File: src/rtl/jtag_fb_cmd_ctrl.sv
// JTAG ER1 command controller for the LED-matrix framebuffer.
// Decodes a 40-bit command on Update-DR and sequences writes, reads and fills.
//
// state     | meaning
// ----------+--------------------------------------------------
// S_IDLE    | waiting for an ER1 update event
// S_WR      | single write strobe at cur_addr
// S_RD_REQ  | read strobe at cur_addr
// S_RD_WAIT | latch fb_rdata into rd_data, set rd_valid
// S_FILL    | write data to every address, one per cycle
module jtag_fb_cmd_ctrl #(
  parameter int NUM_PIXELS = 40,
  parameter int ADDR_W     = 6,
  parameter int DATA_W     = 30
) (
  input  logic              JTCK,
  input  logic              JRSTN,
  input  logic              JTDI,
  input  logic              JSHIFT,
  input  logic              JUPDATE,
  input  logic              JCE1,
  input  logic              JRTI1,
  output logic              JTDO1,
  output logic              fb_we,
  output logic              fb_re,
  output logic [ADDR_W-1:0] fb_addr,
  output logic [DATA_W-1:0] fb_wdata,
  input  logic [DATA_W-1:0] fb_rdata,
  output logic              busy
);

  localparam int SR_W = 4 + ADDR_W + DATA_W;
  localparam logic [3:0] OP_WRITE     = 4'h1;
  localparam logic [3:0] OP_READ      = 4'h2;
  localparam logic [3:0] OP_WRITE_INC = 4'h3;
  localparam logic [3:0] OP_FILL      = 4'h4;
  localparam logic [3:0] OP_CLR       = 4'hF;
  localparam logic [ADDR_W-1:0] LAST_ADDR = ADDR_W'(NUM_PIXELS - 1);

  typedef enum logic [2:0] {S_IDLE, S_WR, S_RD_REQ, S_RD_WAIT, S_FILL} state_t;

  state_t state, state_nx;
  logic [SR_W-1:0]   sr;
  logic              sel1, upd_q, inc_q;
  logic              overrun, addr_err, rd_valid;
  logic [ADDR_W-1:0] cur_addr, cur_next;
  logic [DATA_W-1:0] wdata, rd_data;
  logic [3:0]        opcode;
  logic [ADDR_W-1:0] cmd_addr;
  logic [DATA_W-1:0] cmd_data;
  logic              upd_ev, addr_ok, capture, shift;
  logic              unused_rti;

  assign unused_rti = JRTI1;
  assign opcode     = sr[SR_W-1 -: 4];
  assign cmd_addr   = sr[DATA_W +: ADDR_W];
  assign cmd_data   = sr[DATA_W-1:0];
  assign capture    = JCE1 & ~JSHIFT;
  assign shift      = JCE1 & JSHIFT;
  // sel1 limits update events to scans that went through ER1 capture
  assign upd_ev     = JUPDATE & ~upd_q & sel1;
  assign addr_ok    = (cmd_addr <= LAST_ADDR);
  assign cur_next   = (cur_addr == LAST_ADDR) ? '0 : cur_addr + ADDR_W'(1);

  assign JTDO1    = sr[0];
  assign busy     = (state != S_IDLE);
  assign fb_addr  = cur_addr;
  assign fb_wdata = wdata;

  always_ff @(posedge JTCK) begin
    if (!JRSTN) state <= S_IDLE;
    else        state <= state_nx;
  end

  always_comb begin
    state_nx = state;
    fb_we    = 1'b0;
    fb_re    = 1'b0;
    case (state)
      S_IDLE: begin
        if (upd_ev) begin
          case (opcode)
            OP_WRITE, OP_WRITE_INC: if (addr_ok) state_nx = S_WR;
            OP_READ:                if (addr_ok) state_nx = S_RD_REQ;
            OP_FILL:                state_nx = S_FILL;
            default:                state_nx = S_IDLE;
          endcase
        end
      end
      S_WR: begin
        fb_we    = 1'b1;
        state_nx = S_IDLE;
      end
      S_RD_REQ: begin
        fb_re    = 1'b1;
        state_nx = S_RD_WAIT;
      end
      S_RD_WAIT: state_nx = S_IDLE;
      S_FILL: begin
        fb_we = 1'b1;
        if (cur_addr == LAST_ADDR) state_nx = S_IDLE;
      end
      default: state_nx = S_IDLE;
    endcase
  end

  always_ff @(posedge JTCK) begin
    if (!JRSTN) begin
      sr       <= '0;
      sel1     <= 1'b0;
      upd_q    <= 1'b0;
      inc_q    <= 1'b0;
      overrun  <= 1'b0;
      addr_err <= 1'b0;
      rd_valid <= 1'b0;
      cur_addr <= '0;
      wdata    <= '0;
      rd_data  <= '0;
    end else begin
      upd_q <= JUPDATE;
      if (capture)    sr <= {busy, overrun, addr_err, rd_valid, cur_addr, rd_data};
      else if (shift) sr <= {JTDI, sr[SR_W-1:1]};

      if (upd_ev)       sel1 <= 1'b0;
      else if (capture) sel1 <= 1'b1;

      if (upd_ev && busy) begin
        overrun <= 1'b1;
      end else if (upd_ev) begin
        case (opcode)
          OP_WRITE, OP_WRITE_INC: begin
            if (addr_ok) begin
              cur_addr <= cmd_addr;
              wdata    <= cmd_data;
              inc_q    <= (opcode == OP_WRITE_INC);
            end else begin
              addr_err <= 1'b1;
            end
          end
          OP_READ: begin
            rd_valid <= 1'b0;
            if (addr_ok) cur_addr <= cmd_addr;
            else         addr_err <= 1'b1;
          end
          OP_FILL: begin
            cur_addr <= '0;
            wdata    <= cmd_data;
          end
          OP_CLR: begin
            overrun  <= 1'b0;
            addr_err <= 1'b0;
            rd_valid <= 1'b0;
          end
          default: ;
        endcase
      end

      case (state)
        S_WR:      if (inc_q) cur_addr <= cur_next;
        S_RD_WAIT: begin
          rd_data  <= fb_rdata;
          rd_valid <= 1'b1;
        end
        S_FILL:    cur_addr <= cur_next;
        default: ;
      endcase
    end
  end

endmodule

File: config.mk
export PLATFORM = sky130hd
export DESIGN_NAME = jtag_fb_cmd_ctrl
export DESIGN_NICKNAME = d
export VERILOG_FILES = /design/src/rtl/jtag_fb_cmd_ctrl.sv
export SDC_FILE = /design/constraint.sdc
export NUM_CORES = 1
export LEC_CHECK = 0
export CORE_AREA = 2 2 115 117
export DETAILED_ROUTE_END_ITERATION = 12
export DIE_AREA = 0 0 117 119
export HOLD_SLACK_MARGIN = 0.06
export SYNTH_ARGS = -nofsm -noshare
export SYNTH_HDL_FRONTEND = slang
export SYNTH_SLANG_ARGS = --single-unit
File: constraint.sdc
create_clock -name JTCK -period 1.6 [get_ports JTCK]
set_clock_uncertainty 0.1 [all_clocks]
set_input_delay 0.16 -clock JTCK [delete_from_list [all_inputs] [get_ports JTCK]]
set_output_delay 0.16 -clock JTCK [all_outputs]
set_load 0.01 [all_outputs]
# After elaboration in Yosys (flattened, before gate mapping)

Index checks and enable logic that the tools add are counted.

Bits of input ports: 37
Latch bits: 0
Memories kept: 0
Output and inout bits: 40
Register bits after elaboration: 115
Memory bits (read-only): 0
Memory bits (writable): 0
Logic and storage cells: 87

Bitwise operators: 8
Equality and inequality tests: 17
Order comparisons: 1
Muxes and demuxes: 28
Shift-type cells: 0
Divide/modulo/power cells: 0
Reductions and logical operators: 21
Multipliers: 0
Add/sub/neg operators: 1

Operator list:

| operator                                                        | count |
|---|---|
| 40-bit two-way mux                                              | 2 |
| 30-bit case mux with 2 select lines                             | 1 |
| 30-bit two-way mux                                              | 1 |
| 6-bit two-way mux                                               | 5 |
| 6-bit case mux with 2 select lines                              | 2 |
| 3-bit case mux with 3 select lines                              | 2 |
| 4-bit AND reduction                                             | 4 |
| 2-bit nonzero test                                              | 7 |
| 3-bit two-way mux                                               | 4 |
| 1-bit two-way mux                                               | 10 |
| 4-bit by 2-bit == test with 1-bit output, second input constant | 2 |
| 2-bit inequality test, second input constant                    | 4 |
| 2-bit OR reduction                                              | 4 |
| 6-bit by 1-bit adder with 6-bit output, second input constant   | 1 |
| 3-bit by 2-bit == test with 1-bit output, second input constant | 2 |
| 6-bit == test, second input constant                            | 1 |
| 6-bit less-or-equal comparator, second input constant           | 1 |
| 3-bit inequality test, second input constant                    | 2 |
| 1-bit AND                                                       | 4 |
| 4-bit by 1-bit == test with 1-bit output, second input constant | 1 |
| 4-bit by 3-bit == test with 1-bit output, second input constant | 1 |
| 4-bit == test, second input constant                            | 1 |
| 1-bit NOT                                                       | 4 |
| 3-bit by 1-bit == test with 1-bit output, second input constant | 1 |
| other kinds (9)                                                 | 9 |

# Depth between registers and ports, before layout

Word-level depth: 7
Gate-level depth with buffers: 8
Mapped depth without buffers: 5

# Least setup slack after synthesis

OpenSTA, ideal clock, no wires.

Path type: register -> register
From: register sr[36]
To: register cur_addr[3], in the netlist fb_addr[3]
Buffers on the path: 0
Setup time: 125 ps
Required time: 1375 ps
Clock period less this slack: 1527 ps
Cell stages (with the launch flop): 6
Setup slack: 73 ps
Arrival time: 1302 ps
Cell sequence: dfxtp_1 nor4b_4 a31o_2 nand2_4 a221oi_1 nor3b_1

Longest elaborated chain between the ends: 7
Elaborated cells between the ends (all ways): 10
Those cells by class: eq/ne (4); mux (5); reduce/logical (1)

Ends and longest elaborated chain:

| element                                                                                                     | line | RTL |
|---|---|---|
| start: declaration                                                                                          | 43   | `logic [SR_W-1:0] sr;` |
| start signal: assignment                                                                                    | 121  | `if (capture) sr <= {busy, overrun, addr_err, rd_valid, cur_addr, rd_data};` |
| start signal: assignment                                                                                    | 122  | `else if (shift) sr <= {JTDI, sr[SR_W-1:1]};` |
| 4-bit by 2-bit == test with 1-bit output / 4-bit by 1-bit == test with 1-bit output (equally long branches) | 130  | `case (opcode)` |
| 3-bit OR reduction (no source line)                                                                         | n/a  |  |
| 6-bit case mux with 2 select lines (*)                                                                      | 130  |  |
| 6-bit two-way mux (*)                                                                                       | 129  | `end else if (upd_ev) begin` |
| 6-bit two-way mux (*)                                                                                       | 127  | `if (upd_ev && busy) begin` |
| 6-bit two-way mux                                                                                           | 159  | `S_WR: if (inc_q) cur_addr <= cur_next;` |
| 6-bit case mux with 2 select lines (*)                                                                      | 158  | `case (state)` |
| end signal: assignment                                                                                      | 133  | `cur_addr <= cmd_addr;` |
| end signal: assignment                                                                                      | 159  |  |
| end signal: assignment                                                                                      | 164  | `S_FILL: cur_addr <= cur_next;` |
| end: declaration                                                                                            | 46   | `logic [ADDR_W-1:0] cur_addr, cur_next;` |

Mark *: on every way between the ends. The rest lies on a longest branch, timed or not.
A chain may end at the register's enable or synchronous reset.

# Final worst setup path

From: register state[0]
To: register cur_addr[4], in the netlist fb_addr[4]

Longest elaborated chain between the ends: 5
Elaborated cells between the ends (all ways): 7
Those cells by class: eq/ne (2); mux (3); reduce/logical (2)

Ends and longest elaborated chain:

| element                                | line | RTL |
|---|---|---|
| start: declaration                     | 42   | `state_t state, state_nx;` |
| start signal: assignment               | 72   | `else state <= state_nx;` |
| 3-bit nonzero test                     | 66   | `assign busy = (state != S_IDLE);` |
| 1-bit logical AND                      | 127  |  |
| 6-bit two-way mux                      | 127  |  |
| 6-bit two-way mux                      | 159  |  |
| 6-bit case mux with 2 select lines (*) | 158  |  |

Marks and branches as above.

==> metrics.md <==
| Metric | Value |
|---|---|
| Outcome | `complete, but fails checks` |
| Failing checks | `setup timing` |
| Post-Syn Area per Cell | `9.24 um2` |
| Adder-Cell Fraction of Synth Area | `less than 1%` |
| Internal cell power | `5.97 mW` |
| YS warnings | `0` |
| Mapped Area | `approximately 0.005 mm2` |
| Actual slew at the worst max-slew pin | `around 0.36 ns` |
| Final setup fails | `32` |
| Post-Synth Simple-Gate Area | `roughly a fifth` |
| TritonRoute pass-1 iters | `4` |
| Slew Limit Headroom | `around 76%` |
| Reg2Reg Setup Slack | `-0.11 ns` |
| Via count | `between 4000 and 5000` |
| Critical Path Start Type | `register` |
| Leading cell types in the layout, fill and taps excluded | `118 x nand2_1, 105 x dfxtp_1, 42 x clkdlybuf4s50_1, 41 x a21boi_2, 41 x mux2i_1` |
| Max-slew violation count | `0` |
| Crit-path max FO | `3` |
| # DRC | `0` |
| Crit. End Element | `register` |
| R2R depth | `9` |
| Rows | `42` |
| CTS Buf Count | `17` |
| First-pass GRT wire length | `approximately 21 mm` |
| Maximum clock rate | `approximately 0.59 GHz` |
| FFs w/ async S/R, synth | `0%` |
| Post-synth top area cell | `dfxtp_1` |
| Wire per inst | `15.9 um` |
| Setup ws final | `-0.109 ns` |
| GPL Wtd Cong | `approximately 0.83` |
| Pwr dens | `between 900 and 1000 mW/mm2` |
| CTS Buffer Depth | `2` |
| Area grow syn2layout | `50.7%` |
| Core Footprint | `0.0129 mm2` |
| H-Tree Depth | `4` |
| DIE HEIGHT | `119 um` |
| Seq pwr share | `roughly two fifths` |
| DP Worst Slack | `-0.259 ns` |
| Post-DP HPWL | `7.70 mm` |
| Hold depth | `3` |
| Clock network power share | `roughly 53%` |
| DR iter-0 viols | `between 200 and 250` |
| Switch share | `21.1%` |
| Synth area leaders | `dfxtp_1 45%, nand2_1 13%, mux2i_1 8.1%, o211a_1 7.7%, a21boi_2 6.6%` |
| Largest net degree at the start of global routing | `77` |
| Fin. Hold Viols | `0` |
| Synth top area share | `45.2%` |
| Ant. Diodes | `0` |
| Synth Area in XOR/XNOR | `less than 1%` |
| Clk slew on worst S/H paths | `around 0.050 ns` |
| Logic pwr share | `~7%` |
| VDD IR-drop max | `0.563 mV` |
| Vias per cell | `slightly above 5` |
| Psw | `1.59 mW` |
| CP required | `approximately 1.9 ns` |
| PortBufs | `between 70 and 80` |
| Die area | `0.0139 mm2` |
| Reg2reg start | `state[0]` |
| Yosys reg bits | `approximately 120` |
| Mapped Nets | `589` |
| Clk sinks | `about 120` |
| Minimum clock period | `1.71 ns` |
| CTS Root Buffer Type | `clkbuf_16` |
| RSZ-0062 raised after global routing | `true` |
| Post-synth EDFFs | `0` |
| Vias in the first global route | `approximately 4200` |
| Largest family of logic cells by synthesized area | `compound AO/OA/AOI/OAI gates` |
| GR Overflow Total | `0` |
| Crit Path Category | `reg -> reg` |
| Wirelength, routed | `~14 mm` |
| Fin nets | `~700` |
| Commonest non-fill, non-tap cell in the layout | `nand2_1` |
| Layout cells sized above 1 | `33.2%` |
| Hold_sp | `JCE1` |
| Max cap viols | `0` |
| Post-synthesis sequential area ratio | `a little under half` |
| Post-synth top flop | `dfxtp_1` |
| Final core occ | `between 50% and 60%` |
| Hold buffers post-CTS | `0` |
| Mux cell area share after synthesis | `under 10%` |
| Fill cells | `~1100` |
| Clock Latency Late Sink | `between 0.4 and 0.5 ns` |
| Initial core utilization | `between 30% and 40%` |
| Arrival time worst endpoint | `slightly below 2 ns` |
| Final Cycle Share | `107%` |
| Boundary pin count | `77` |
| Remaining antenna violation count | `0` |
| Synth unique cells | `around 50` |
| TritonCTS clock tree | `done` |
| Gr usage total | `roughly 20%` |
| Synth Area in Compound Gates | `22.6%` |
| Total power | `about 7.6 mW` |
| Antenna violations before repair | `0` |
| Die W | `117 um` |
| Critical path origin | `state[0]` |
| Worst Hold Class | `in -> reg` |
| Synth Instances | `about 550` |
| LEAKAGE | `3.64 nW` |
[final timing paths]
check / to
setup reg to reg: fb_addr[4]
hold reg to reg: rd_data[25]
hold / removal: sr[32]
setup / recovery: fb_addr[4]
[flip-flops by register name, summed over array words and instances, names as in the netlist, 3 cells and up]
| register | count |
|---|---|
| fb_addr | 6 |
| fb_wdata | 30 |
| rd_data | 30 |
| sr | 40 |
| state | 3 |
[cell type report]
cell class | count | area [um2] | share of cell area [%]
clock inverter | 11 | 155 | 2.02
clock buffer | 21 | 480 | 6.26
inverter | 2 | 7.51 | 0.0979
sequential | 115 | 2320 | 30.2
multi-input combinational | 393 | 2910 | 38.0
tap | 176 | 220 | 2.87
timing repair buffer | 135 | 1580 | 20.6
[cells in the mapped netlist, types with 2 or more instances]
library cell,count
buf_1,2
or2_2,2
a21boi_1,6
a221oi_1,2
a21boi_2,30
o211a_1,39
nand3_1,8
o21ai_0,10
dfxtp_1,115
buf_4,3
nor3_1,4
nand2_1,170
a21oi_1,6
clkbuf_1,19
nor2_1,10
nor2b_1,2
xnor2_1,2
nand3b_1,2
and2_1,3
inv_1,2
buf_2,12
buf_8,3
nand4_1,5
mux2i_1,41
a21boi_0,26
a31oi_1,2
[routing by layer]
layer / routed length, um / global-route usage [%] / part of all wire [%] / vias up
met5: 0 / 0 / 0 / -
met1: 6060 / 24.4 / 45 / 2081
li1: - / - / - / 2135
met4: 357 / 9.56 / 2.6 / 0
met3: 590 / 5.09 / 4.4 / 30
met2: 6530 / 31.6 / 48 / 94
[worst max-delay path: stages (launching register included)]
cell	delay, ns
dfxtp_2	0.33
buf_6	0.12
nor3_4	0.22
buf_6	0.13
buf_6	0.08
nand4_1	0.14
nor2_2	0.24
buf_4	0.15
a221oi_2	0.04
nor2_1	0.09
[stage by stage]
| step | area, um2 | hold WS (ns) | setup TNS [ns] | cells |
|---|---|---|---|---|
| after floorplan | 5090 | 0.182 | 0 | 551 |
| after global placement | 6240 | 0.341 | -3.60 | 799 |
| after detailed placement | 6240 | 0.344 | -5.68 | 799 |
| after CTS | 7360 | 0.105 | -4.03 | 851 |
| after global routing | 7670 | 0.127 | -4.36 | 853 |
| final | 7670 | 0.121 | -1.60 | 853 |
[kinds of logic after synthesis]
group                    count (synthesis)
buffers and inverters                   43
XOR/XNOR                                 3
multiplexers                            41
adder cells (fa/ha/maj)                  1
AO/OA/AOI/OAI                          129
AND/OR/NAND/NOR                        219
flip-flops                             115
[power by group through the flow]
stage	clock, mW	sequential [mW]	combinational [mW]
finish	4.04	2.99	0.533
global route	4.24	2.99	0.573
CTS	4.09	2.99	0.520
detailed placement	0	3.05	0.488
global placement	0	3.04	0.480
floorplan	0	3.04	0.282
[what timing repair did]
item                                   CTS  global route
pin swaps                               11            52
setup endpoints to repair               48            67
cloned                                   9             2
buffers inserted                        11             8
resized for setup                       75           131
endpoints found under the hold margin    0             0
No activity file was read; power rests on OpenSTA's default activity.
